<file path="config.mk">
export PLATFORM = sky130hd
export DESIGN_NAME = pcie_scrambler_ctrl
export DESIGN_NICKNAME = d
export VERILOG_FILES = /design/src/rtl/pcie_scr_pkg.sv /design/src/rtl/pcie_lfsr_byte_step.sv /design/src/rtl/pcie_scrambler_ctrl.sv
export SDC_FILE = /design/constraint.sdc
export NUM_CORES = 1
export LEC_CHECK = 0
export ABC_AREA = 1
export CAP_MARGIN = 20
export CORE_UTILIZATION = 41
export CTS_CLUSTER_SIZE = 30
export DETAILED_ROUTE_END_ITERATION = 8
export PLACE_DENSITY = 0.79
export SLEW_MARGIN = 20
export SYNTH_ARGS = -nofsm -noshare
export SYNTH_HDL_FRONTEND = slang
export SYNTH_SLANG_ARGS = --single-unit
</file>
<file path="constraint.sdc">
create_clock -name clk_i -period 4.4 [get_ports clk_i]
set_input_delay 0.88 -clock clk_i [delete_from_list [all_inputs] [get_ports clk_i]]
set_output_delay 0.88 -clock clk_i [all_outputs]
set_load 0.03 [all_outputs]
</file>
<file path="src/rtl/pcie_scr_pkg.sv">
// Shared constants and state type for the PCIe Gen1/2 byte scrambler sequencer.
package pcie_scr_pkg;
  localparam int LFSR_W = 16;
  localparam logic [7:0] COM_SYM = 8'hBC;
  localparam logic [7:0] SKP_SYM = 8'h1C;
  localparam logic [LFSR_W-1:0] LFSR_SEED_DEF = 16'hFFFF;

  typedef enum logic [1:0] {OFF, HUNT, LOCK} scr_state_e;
endpackage

</file>
<file path="src/rtl/pcie_lfsr_byte_step.sv">
// Eight serial steps of the x^16+x^5+x^4+x^3+1 scrambler LFSR, unrolled combinationally.
module pcie_lfsr_byte_step
  import pcie_scr_pkg::*;
(
  input  logic [LFSR_W-1:0] lfsr_i,
  output logic [7:0]        ks_o,
  output logic [LFSR_W-1:0] lfsr_o
);
  always_comb begin
    logic [LFSR_W-1:0] l;
    l    = lfsr_i;
    ks_o = '0;
    // Keystream bit i is taken before step i; bit 0 scrambles data bit 0.
    for (int i = 0; i < 8; i++) begin
      ks_o[i] = l[15];
      l = {l[14:5], l[4] ^ l[15], l[3] ^ l[15], l[2] ^ l[15], l[1], l[0], l[15]};
    end
    lfsr_o = l;
  end
endmodule

</file>
<file path="src/rtl/pcie_scrambler_ctrl.sv">
// Per-symbol scrambler sequencer: COM-based lock, SKP hold, TS/K advance, D scramble.
module pcie_scrambler_ctrl
  import pcie_scr_pkg::*;
#(
  parameter logic [LFSR_W-1:0] LFSR_SEED = LFSR_SEED_DEF,
  parameter int                CNT_W     = 16
) (
  input  logic              clk_i,
  input  logic              rst_i,
  input  logic              scr_en_i,
  input  logic              in_valid_i,
  output logic              in_ready_o,
  input  logic [7:0]        in_data_i,
  input  logic              in_k_i,
  input  logic              in_ts_i,
  output logic              out_valid_o,
  input  logic              out_ready_i,
  output logic [7:0]        out_data_o,
  output logic              out_k_o,
  output logic              synced_o,
  output logic [LFSR_W-1:0] lfsr_o,
  output logic [CNT_W-1:0]  scr_cnt_o
);
  scr_state_e        state_q, state_d;
  logic [LFSR_W-1:0] lfsr_q, lfsr_d, lfsr_adv;
  logic [CNT_W-1:0]  cnt_q, cnt_d;
  logic              ov_q, ok_q;
  logic [7:0]        od_q, od_d, ks;
  logic              acc, is_com, is_skp;

  pcie_lfsr_byte_step u_step (
    .lfsr_i (lfsr_q),
    .ks_o   (ks),
    .lfsr_o (lfsr_adv)
  );

  assign in_ready_o = !rst_i && (!ov_q || out_ready_i);
  assign acc        = in_valid_i && in_ready_o;
  assign is_com     = in_k_i && (in_data_i == COM_SYM);
  assign is_skp     = in_k_i && (in_data_i == SKP_SYM);

  always_comb begin
    state_d = state_q;
    lfsr_d  = lfsr_q;
    cnt_d   = cnt_q;
    od_d    = in_data_i;
    if (acc && is_com) cnt_d = '0;
    unique case (state_q)
      OFF: begin
        lfsr_d = LFSR_SEED;
        if (scr_en_i) state_d = HUNT;
      end
      HUNT: begin
        lfsr_d = LFSR_SEED;
        if (!scr_en_i)         state_d = OFF;
        else if (acc && is_com) state_d = LOCK;
      end
      LOCK: begin
        if (acc) begin
          if (is_com) begin
            lfsr_d = LFSR_SEED;
            // A training-driven disable is only honoured on a COM boundary.
            if (!scr_en_i) state_d = OFF;
          end else if (!is_skp) begin
            lfsr_d = lfsr_adv;
            if (!in_k_i && !in_ts_i) begin
              od_d = in_data_i ^ ks;
              if (cnt_q != '1) cnt_d = cnt_q + {{(CNT_W-1){1'b0}}, 1'b1};
            end
          end
        end
      end
      default: state_d = OFF;
    endcase
  end

  always_ff @(posedge clk_i) begin
    if (rst_i) begin
      state_q <= OFF;
      lfsr_q  <= LFSR_SEED;
      cnt_q   <= '0;
      ov_q    <= 1'b0;
      od_q    <= '0;
      ok_q    <= 1'b0;
    end else begin
      state_q <= state_d;
      lfsr_q  <= lfsr_d;
      cnt_q   <= cnt_d;
      if (acc) begin
        ov_q <= 1'b1;
        od_q <= od_d;
        ok_q <= in_k_i;
      end else if (out_ready_i) begin
        ov_q <= 1'b0;
      end
    end
  end

  assign out_valid_o = ov_q;
  assign out_data_o  = od_q;
  assign out_k_o     = ok_q;
  assign synced_o    = (state_q == LOCK);
  assign lfsr_o      = lfsr_q;
  assign scr_cnt_o   = cnt_q;
endmodule

</file>
Word level (Yosys, flattened, before mapping)
Index checks and enable logic that the tools add are counted.
{ "totals": {"reg_bits": 44, "in_bits": 15, "word_cells": 84} }
{ "classes": {"n_addsub": 1, "n_eq_ne": 11, "n_mux": 24, "bitwise": 25, "reduce_logical": 17} }
{ "op_table": {"columns": ["op", "n"], "rows": [
  ["$mux W16", 10],
  ["$mux W8", 4],
  ["$pmux W16 S2", 1],
  ["$xor A1 B1 Y1", 24],
  ["$add A16 B1 Y16 const B", 1],
  ["$ne A16 B16 Y1 const B", 1],
  ["$mux W2", 6],
  ["$eq A8 B5 Y1 const B", 1],
  ["$eq A8 B8 Y1 const B", 1],
  ["$xor A8 B8 Y8", 1],
  ["$logic_and A1 B1 Y1", 6],
  ["$ne A3 B3 Y1 const B", 2],
  ["$pmux W2 S3", 1],
  ["$reduce_and A5 Y1", 1],
  ["$logic_not A1 Y1", 4],
  ["$ne A2 B1 Y1 const B", 2],
  ["$ne A2 B2 Y1 const B", 2],
  ["$reduce_bool A2 Y1", 2],
  ["$reduce_and A3 Y1", 1],
  ["$eq A2 B1 Y1 const B", 1],
  ["$eq A2 B2 Y1 const B", 1],
  ["$logic_not A2 Y1", 1],
  ["$mux W1", 2],
  ["$reduce_or A2 Y1", 1],
  ["$logic_or A1 B1 Y1", 1]
]} }

Depth between registers and ports, before layout
{ "depth": {"ltp_word": 12, "mapped_depth": 11, "mapped_depth_nobuf": 10} }

By module
A second synthesis with hierarchy kept.
{ "hier_totals": {"hier_cells": 481, "hier_area_um2": 3039.2} }
{ "modules_own_cells": {"columns": ["module", "instances", "cells_per_inst", "area_each_um2", "seq_area_each_um2"], "rows": [
  ["pcie_scrambler_ctrl", 1, 401, 2527.4, 880.8],
  ["pcie_lfsr_byte_step", 1, 80, 511.7, 0.0]
]} }

Worst setup path before layout
Ideal clock, no wire load.
{ "synth_path": {"path_kind": "input to output", "start": "input rst_i", "end": "output in_ready_o", "arrival_ns": 1.909, "required_ns": 3.520, "slack_ns": 1.611, "stages": 6, "n_path_buf": 3, "path_cell_list": "buf_4 inv_2 clkbuf_1 buf_1 nand2_1 inv_1"} }
{ "synth_via": {"elab_chain_cells": 2} }
{ "synth_rtl": {"columns": ["item", "line", "source"], "rows": [
  ["from (decl)", "pcie_scrambler_ctrl.sv:9", "input logic rst_i,"],
  ["$logic_not A1 Y1", "pcie_scrambler_ctrl.sv:37", "assign in_ready_o = !rst_i && (!ov_q || out_ready_i);"],
  ["$logic_and A1 B1 Y1", "pcie_scrambler_ctrl.sv:37", null],
  ["to (decl)", "pcie_scrambler_ctrl.sv:12", "output logic in_ready_o,"]
]} }
No other way between the ends.

Worst setup path after layout
Ends and elaborated chain as after synthesis.

==> impl_metrics.py <==
metrics = {
    "status": {
        "run_status": "finished, final reports clean",
    },
    "synthesis": {
        "synth_seq_cells": 44,
        "netlist_top_cells_area": "dfxtp_1 (32%), nand2_1 (17%), nand3_1 (9.4%)",
        "synthDominantAreaCellType": "dfxtp_1",
        "synth.avg_cell_area_um2": 6.31,
        "netlist.area_leader.share_pct": 32.3,
        "synthDistinctLibCells": 31,
        "yosys_warnings": 0,
        "synthesis.nets": 448,
        "netlist_area_um2": 2730,
        "syn-instance-count": 432,
        "synth_sequential_area_ratio_pct": 32.3,
    },
    "timing": {
        "setup_total_negative_slack_ps": 0,
        "finalSetupViolations": 0,
        "layout_min_cycle_time_ps": 3240,
        "final_max_slew_viol_count": 0,
        "setup_repair_after_global_routing_missed_its_margin": "no",
        "final.setup_skew_ps": 8.47,
        "final.hold.worst_slack_ps": 482,
        "fin_crit_sh_pct": 73.5,
        "upper_clock_frequency_limit_mhz": 309,
        "number_of_hold_violations_in_the_final_report": 0,
        "maxSlewHeadroom_pct": 60.1,
        "timing_worst_slew_pin_value_ps": 598,
    },
    "clocking": {
        "cts_root_buffer": "clkbuf_8",
        "clock_sinks": 44,
        "numCtsBuffers": 5,
        "cts.clk_slew.worst_paths_ps": 90,
        "cts_tree": "done",
        "postCtsSetupRepairBufs": 0,
        "insertion_delay_ps": 300,
        "cts.hold.buffers_added": 0,
        "post_cts.resized_instances": 0,
        "ctsLongestPathBuffers": 2,
        "cts-htree-levels": 2,
    },
    "cells_and_area": {
        "areaGrowthSynthToFinish_pct": 25.7,
        "num_antenna_cells": 0,
        "final_common_cell": "nand2_1",
        "non_filler_cells_in_the_finished_layout": 555,
        "layout.nets": 493,
        "leading_cell_types_in_the_layout_fill_and_taps_excluded": "nand2_1 (123), clkdlybuf4s50_1 (58), nand3_1 (51)",
        "layout_cells_sized_above_1_pct": 6.69,
    },
    "placement": {
        "finalWeightedCongestion": 0.884,
        "place_inst": 547,
        "port_buffers": 58,
        "detailedPlacementHpwl_mm": 5.00,
    },
    "worst_setup_path": {
        "critical_path.most_common_cell": "clkdlybuf4s50_1",
        "worst_ep_arrival_time_ps": 2360,
        "timing.critical_path.cells": "clkdlybuf4s50_1, inv_2, nand2_1, inv_1, clkdlybuf4s50_1",
        "setup.worst_path.end_class": "output port",
        "critPathSlowestCell": "clkdlybuf4s50_1",
        "crit-reg2reg-capture": "lfsr_o[8]$_SDFFE_PP1P_",
        "reg2reg_setup_slack_ps": 2270,
        "timing.critical_path.slowest_cell_delay_ps": 660,
        "reg2regPathDepth": 8,
        "timing.critical_path.required_ps": 3520,
        "timing.critical_path.from_type": "input port",
        "timing_worst_setup_path_type": "input port to output port",
        "critical_path.reg2reg.startpoint": "out_valid_o$_SDFFE_PP0P_",
        "crit_path_max_fanout": 8,
    },
    "pwr": {
        "irDropWorstVdd_v": 0.000246,
        "power_density_nw_per_um2": 356,
        "report.power.total_mw": 1.22,
        "p_leak_nw": 1.45,
    },
    "global_route": {
        "gr-usage-all-layers_pct": 19.8,
        "number_of_antenna_violations_at_the_first_check_in_global_routing": 0,
        "globalRouteOverflowTotal": 0,
        "pin_count_of_the_biggest_net_entering_global_routing": 38,
        "via_count_of_the_first_global_routing_pass": 2580,
        "grt_pass1_wl_mm": 11.4,
    },
    "hold_path": {
        "hold_path_depth": 2,
        "timing.hold.worst.class": "flop to flop",
        "worst_hold_startpoint": "lfsr_o[5]$_SDFFE_PP1P_",
        "timing.hold.worst_endpoint": "lfsr_o[5]$_SDFFE_PP1P_",
    },
    "route": {
        "detailroute.via_count": 2847,
        "final_antenna_net_count": 0,
        "drt-pass1-iter-count": 4,
        "detail_route.drc_violations": 0,
        "vias_per_cell": 5.13,
        "detailedRoute.firstIterationViolations": 168,
        "route.final.wire_length_mm": 6.88,
        "wl_per_cell_um": 12.4,
    },
    "floorplanning": {
        "die-area_um2": 6980,
        "die_w_um": 83.6,
        "starting_density_pct": 42.7,
        "fp.coreArea_um2": 6390,
        "count_of_pins_on_the_block_boundary": 59,
        "die_y_um": 83.6,
        "std_cell_rows": 29,
    },
    "run": {
        "maxCapViolations": 0,
    },
}
[critical path: cells and delay by family]
kind                   cells  cell delay [ps]
buffers and inverters      4             1410
AND/OR/NAND/NOR            1               60
[logic make-up (layout without fill, tap and decap cells)]
logic type	count (synthesis)	after routing	synth area share [%]
AOI/OAI and AO/OA	53	53	10.0
buffers and inverters	72	118	10.8
and+or+nand+nor	239	239	39.0
DFF	44	44	32.3
xor gates and xnor gates	23	23	7.39
adders and majority gates	1	1	0.459
[through the flow]
step | setup WS [ps] | cell area [um2] | util, %
after floorplan | 1610 | 2730 | -
after global placement | 1170 | 3310 | 51.9
after detailed placement | 1100 | 3310 | 51.9
after CTS | 1140 | 3430 | 53.7
after global routing | 1060 | 3430 | 53.7
final | 1160 | 3430 | 53.7
[cell type report]
| cell class | instances | area [um2] |
|---|---|---|
| well taps | 77 | 96.3 |
| multi-input cells | 316 | 1550 |
| clock buffers | 5 | 68.8 |
| fillers | 632 | 2960 |
| inverters | 50 | 190 |
| repair buffers | 60 | 596 |
| flip-flops and latches | 44 | 881 |
| clock inverters | 3 | 46.3 |
[synthesized netlist by cell type]
| master | number |
|---|---|
| nand2_1 | 123 |
| nor2_1 | 38 |
| dfxtp_1 | 44 |
| buf_4 | 2 |
| nand4_1 | 6 |
| inv_1 | 43 |
| xnor2_1 | 16 |
| xor2_1 | 7 |
| inv_2 | 6 |
| o21ai_1 | 10 |
| a21oi_1 | 17 |
| nor2_8 | 1 |
| nand3_2 | 1 |
| inv_4 | 1 |
| nor3_1 | 6 |
| nor2_4 | 2 |
| nand2_2 | 2 |
| clkbuf_1 | 11 |
| nor3_2 | 1 |
| o21bai_1 | 2 |
| o21ai_0 | 23 |
| buf_6 | 1 |
| and2_1 | 1 |
| nand3_1 | 51 |
| or2_2 | 3 |
| buf_1 | 2 |
| nor2_2 | 3 |
| buf_2 | 6 |
| ha_1 | 1 |
| o21ai_2 | 1 |
| nand3_4 | 1 |
[registers in the layout, summed over array words and instances, names as in the netlist]
register / flops
lfsr_o: 16
scr_cnt_o: 16
out_data_o: 8
state_q: 2
out_k_o: 1
out_valid_o: 1
[where the power goes]
part	leakage, nW	switching, mW	internal (mW)	total, mW
sequential	0.360	0.0581	0.437	0.495
clock	0.0548	0.152	0.171	0.323
combinational	1.04	0.235	0.169	0.404
total	1.45	0.445	0.778	1.22
[worst max-delay path by stage]
stage,cells past startpoint,to,from,slack (ps)
floorplan,6,in_ready_o,rst_i,1610
global placement,9,lfsr_o[9]$_SDFFE_PP1P_,rst_i,1170
detailed placement,9,lfsr_o[9]$_SDFFE_PP1P_,rst_i,1100
CTS,5,in_ready_o,rst_i,1140
global route,5,in_ready_o,rst_i,1060
finish,5,in_ready_o,rst_i,1160
[routing by layer]
layer	up-vias	wire length, um	track usage, %
li1	1450	-	-
met1	1305	3080	24.2
met2	83	3360	34.2
met3	9	359	3.66
met4	0	82	7.86
met5	-	0	0
No activity file was read; power rests on OpenSTA's default activity.
